===== config.mk =====
export PLATFORM = sky130hd
export DESIGN_NAME = mod_dec_shifter
export DESIGN_NICKNAME = d
export VERILOG_FILES = /design/src/rtl/aes_pkg.sv /design/src/rtl/mod_dec_invperm.sv /design/src/rtl/mod_dec_shifter.sv
export SDC_FILE = /design/constraint.sdc
export NUM_CORES = 1
export LEC_CHECK = 0
export BUFFER_PORTS_ARGS = -buffer_cell sky130_fd_sc_hd__buf_2
export CELL_PAD_IN_SITES_DETAIL_PLACEMENT = 2
export CELL_PAD_IN_SITES_GLOBAL_PLACEMENT = 2
export CORE_ASPECT_RATIO = 1.1
export CORE_MARGIN = 4
export CORE_UTILIZATION = 41
export CTS_BUF_LIST = sky130_fd_sc_hd__clkbuf_4 sky130_fd_sc_hd__clkbuf_8
export CTS_CLUSTER_SIZE = 16
export DETAILED_ROUTE_END_ITERATION = 8
export GPL_TIMING_DRIVEN = 0
export PLACE_DENSITY = 0.9
export SETUP_SLACK_MARGIN = 0.15
export SYNTH_ARGS = -nofsm -noshare
export SYNTH_HDL_FRONTEND = slang
export SYNTH_HIERARCHICAL = 1
export SYNTH_SLANG_ARGS = --single-unit

===== constraint.sdc =====
create_clock -name clk -period 2 [get_ports clk]
set_input_delay 0.4 -clock clk [delete_from_list [all_inputs] [get_ports clk]]
set_output_delay 0.4 -clock clk [all_outputs]
set_load 0.1 [all_outputs]

===== src/rtl/aes_pkg.sv =====
// Shared AES definitions for the decrypt-side byte shifter: sizes, FSM
// state type and the InvShiftRows source-index helper.
package aes_pkg;

  localparam int unsigned N_BYTES = 16;
  localparam int unsigned BYTE_W  = 8;

  typedef enum logic {
    FILL  = 1'b0,
    DRAIN = 1'b1
  } dec_shf_state_t;

  // Output index r*4+c takes buffer index r*4 + ((c - r) mod 4); the 2-bit
  // subtraction supplies the mod 4 wrap.
  function automatic logic [3:0] inv_src_idx(input logic [3:0] idx);
    logic [1:0] r;
    r = idx[3:2];
    return {r, idx[1:0] - r};
  endfunction

endpackage


===== src/rtl/mod_dec_invperm.sv =====
// Combinational InvShiftRows permutation of a row-major 4x4 byte state:
// row r is rotated right by r positions.
module mod_dec_invperm
  import aes_pkg::*;
#(
  parameter int unsigned N = N_BYTES,
  parameter int unsigned W = BYTE_W
) (
  input  logic [N-1:0][W-1:0] din_i,
  output logic [N-1:0][W-1:0] dout_o
);

  for (genvar i = 0; i < N; i++) begin : g_perm
    assign dout_o[i] = din_i[inv_src_idx(4'(i))];
  end

endmodule


===== src/rtl/mod_dec_shifter.sv =====
// Serial InvShiftRows stage: collects 16 state bytes, then streams them back
// out in inverse-shifted order with valid/ready backpressure.
module mod_dec_shifter
  import aes_pkg::*;
#(
  parameter int unsigned N = N_BYTES,
  parameter int unsigned W = BYTE_W
) (
  input  logic         clk,
  input  logic         resetn,
  input  logic         flush,
  input  logic [W-1:0] inp_shf,
  input  logic         wr_en,
  output logic         in_rdy,
  output logic [W-1:0] outp_shf,
  output logic         out_valid,
  input  logic         out_rdy,
  output logic         out_last,
  output logic         blk_done
);

  localparam int unsigned CW = $clog2(N);

  dec_shf_state_t       state_q, state_d;
  logic [CW-1:0]        in_cnt_q, in_cnt_d;
  logic [CW-1:0]        out_cnt_q, out_cnt_d;
  logic [N-1:0][W-1:0]  mem_q, mem_d;
  logic                 blk_done_q, blk_done_d;
  logic [N-1:0][W-1:0]  inv_w;

  mod_dec_invperm #(.N(N), .W(W)) u_invperm (
    .din_i  (mem_q),
    .dout_o (inv_w)
  );

  // Handshake outputs are gated by reset so they read idle while it is held.
  assign in_rdy    = (state_q == FILL) && !resetn;
  assign out_valid = (state_q == DRAIN) && !resetn;
  assign outp_shf  = out_valid ? inv_w[out_cnt_q] : '0;
  assign out_last  = out_valid && (out_cnt_q == CW'(N - 1));
  assign blk_done  = blk_done_q;

  always_comb begin
    state_d    = state_q;
    in_cnt_d   = in_cnt_q;
    out_cnt_d  = out_cnt_q;
    mem_d      = mem_q;
    blk_done_d = 1'b0;
    case (state_q)
      FILL: begin
        if (wr_en) begin
          mem_d[in_cnt_q] = inp_shf;
          in_cnt_d        = in_cnt_q + 1'b1;
          if (in_cnt_q == CW'(N - 1)) state_d = DRAIN;
        end
      end
      DRAIN: begin
        if (out_rdy) begin
          out_cnt_d = out_cnt_q + 1'b1;
          if (out_cnt_q == CW'(N - 1)) begin
            state_d    = FILL;
            blk_done_d = 1'b1;
          end
        end
      end
      default: state_d = FILL;
    endcase
    if (flush) begin
      state_d    = FILL;
      in_cnt_d   = '0;
      out_cnt_d  = '0;
      blk_done_d = 1'b0;
    end
  end

  always_ff @(posedge clk) begin
    if (resetn) begin
      state_q    <= FILL;
      in_cnt_q   <= '0;
      out_cnt_q  <= '0;
      mem_q      <= '0;
      blk_done_q <= 1'b0;
    end else begin
      state_q    <= state_d;
      in_cnt_q   <= in_cnt_d;
      out_cnt_q  <= out_cnt_d;
      mem_q      <= mem_d;
      blk_done_q <= blk_done_d;
    end
  end

endmodule

==> flow_summary.json <==
{
  "ir_drop_uv": 651,
  "finalCritPeriodShare": 1.45,
  "fill_cells": 1743,
  "critical_path_class": "register to primary output",
  "yosys_warnings": 6,
  "worst_slack_ns": -0.906,
  "status": "finished with violations",
  "holdWs_ns": 0.261,
  "fp-row-count": 50,
  "reg2reg_depth": 6,
  "die_w_microns": 135,
  "synth_top_area_cell": "dfxtp_1",
  "yosys-top-cells-count": "dfxtp_1 (138), buf_4 (132), nand2_1 (100), a21oi_1 (99), o21ai_1 (95)",
  "firstDrtPassIters": 8,
  "initial_core_util": 0.421,
  "synth-seq-cells": 138,
  "synth_cells": 820,
  "wire_per_inst_microns": 43.6,
  "antenna_found_initial": 2,
  "die_height_microns": 147,
  "final_nets": 921,
  "critPathMaxFanout": 8,
  "core_sq_mm": 0.0172,
  "setup_violations": 27,
  "r2r_setup_slack_ns": -0.32,
  "grt_max_degree": 17,
  "clkSinkCount": 138,
  "syn_area_sq_mm": 0.00724,
  "worstReg2RegEnd": "mem_q[126]",
  "wirelength_mm": 50.2,
  "final_antenna_net_count": 0,
  "yosysUniqueCellTypes": 34,
  "clockRootBuffer": "clkbuf_8",
  "r2r_start": "in_cnt_q[0]",
  "arrival_ns": 2.51,
  "hold_viol": 0,
  "place_area_sq_mm": 0.00782,
  "syn_avg_cell_area_sq_um": 8.83,
  "relSlewSlack": 0.361,
  "vias": 8127,
  "synth_most_common_cell": "dfxtp_1",
  "via_per_inst": 7.05,
  "grt_pass1_vias": 7951,
  "seq_area_frac_synth": 0.382,
  "synth_top_area_frac": 0.382,
  "fin_util": 0.537,
  "synth_edf_count": 0,
  "grt_overflow": 0,
  "numCtsBuffers": 17,
  "dpl_worst_slack_ns": -0.765,
  "finalNonFillerCells": 1152,
  "path_clk_slew_ns": 0.10,
  "min_to": "mem_q[127]",
  "drv_slew": 0,
  "postCtsHoldBufs": 0,
  "place.port_buffers": 22,
  "tightestPinTransition_ns": 0.959,
  "cts_buffer_depth": 2,
  "fmax_ghz": 0.344,
  "holdPathStages": 3,
  "grtUsageTotal": 0.400,
  "grt_pass1_wl_mm": 57.1,
  "h-tree-depth": 4,
  "cap_violations": 0,
  "placed_cells": 1076,
  "rsz0062_at_grt": "true",
  "fin_area_sq_mm": 0.00924,
  "ios": 25,
  "multi_input_area_sq_mm": 0.00364,
  "yosys-top-cells-area": "dfxtp_1 (38%), buf_4 (14%), mux2i_1 (7.6%)",
  "hold_start": "inp_shf[7]",
  "drive_above_1_share": 0.388,
  "syn_to_final_growth_pct": 27.7,
  "crit_path_end_kind": "primary output",
  "synth_nets": 838,
  "gp_congestion": 0.855,
  "drc": 0,
  "synthArstFlopShare": 0,
  "drt_iter0_drc": 1296,
  "p_leak_uw": 0.00355,
  "start_kind": "register",
  "cp.required_ns": 1.60,
  "dp_hpwl_mm": 21.2,
  "cts_tree": "yes",
  "finalClockSkew_ns": 0.0154,
  "register_area_sq_mm": 0.00278,
  "p_per_area_mw_per_mm2": 648,
  "violations": "setup timing",
  "clk_latency_ns": 0.53,
  "hp-class": "input pin to register",
  "synth-main-ff-cell": "dfxtp_1",
  "die-area_sq_mm": 0.0198,
  "fin_crit_ns": 2.91
}
[area by class of cell]
type                       instances  area share
multi-input combinational        494       0.394
inverter                           3     0.00162
clock buffer                      20      0.0298
timing repair buffer              63      0.0703
buffer                           186       0.156
tap                              234      0.0317
sequential                       138       0.301
clock inverter                    11      0.0157
antenna                            3    0.000812
[worst max-delay path, stage by stage, from the launching register on]
cell and delay, ns:
dfxtp_1 0.52, nand2b_1 0.37, clkbuf_8 0.24, a221o_1 0.36
o22ai_4 0.28, buf_12 0.21
[stage by stage]
stage | power [uW] | setup TNS (ns)
final | 5980 | -8.82
after global routing | 6020 | -7.95
after CTS | 5690 | -5.82
after detailed placement | 3170 | -6.87
after global placement | 3140 | -5.08
after floorplan | 3020 | -4.97
[cells in the final DEF (no fill, tap or decap), types with 4 or more instances in the layout]
cell type	netlist	final
a21oi_1	99	95
a21oi_2	0	4
a221o_1	8	8
buf_12	0	19
buf_2	18	21
buf_4	132	167
buf_6	5	6
clkbuf_1	31	23
clkbuf_8	0	26
clkinvlp_4	0	7
dfxtp_1	138	130
dfxtp_2	0	6
mux2i_1	55	47
mux2i_4	0	7
mux4_2	23	23
nand2_1	100	98
nand3_4	4	5
nand3b_4	2	4
nor2_1	50	46
nor2_2	14	4
nor2_4	0	14
o21ai_1	95	92
o22ai_4	0	7
xor2_1	4	4
[kinds of logic after synthesis]
| logic type | Yosys count | synth area share |
|---|---|---|
| buf+inv | 189 | 0.175 |
| mux | 79 | 0.149 |
| simple gates | 190 | 0.124 |
| xor+xnor | 6 | 0.00726 |
| compound gates | 213 | 0.155 |
| fa+ha+maj | 5 | 0.00864 |
| flops | 138 | 0.382 |
[worst max-delay path by stage]
| stage | slack (ns) | to | start |
|---|---|---|---|
| floorplan | -0.62 | outp_shf[6] | resetn |
| global placement | -0.70 | outp_shf[2] | out_cnt_q[1] |
| detailed placement | -0.76 | outp_shf[4] | out_cnt_q[1] |
| CTS | -0.70 | outp_shf[1] | out_cnt_q[0] |
| global route | -0.92 | outp_shf[1] | out_cnt_q[0] |
| finish | -0.91 | outp_shf[0] | out_cnt_q[3] |
[power breakdown]
group          total [uW]  switching (uW)  internal, uW
Clock                2770            1450          1320
Sequential           2780            20.4          2760
Combinational         429             321           108
[sequential cells by signal (all words and copies together), names as in the netlist]
signal	flops
state_q	1
out_cnt_q	4
in_cnt_q	4
blk_done	1
mem_q	128
[repair_timing]
action | CTS | global route
resized for setup | 95 | 71
endpoints found under the setup margin | 61 | 92
cloned | 1 | 3
pin swaps | 7 | 14
buffers inserted | 7 | 31
[metal layers]
layer | part of all wire | track usage
met5 | 0.00026 | 0
met1 | 0.35 | 0.461
met4 | 0.10 | 0.272
met3 | 0.12 | 0.0976
met2 | 0.43 | 0.650
Note: power is estimated with default switching activity, not from simulation.
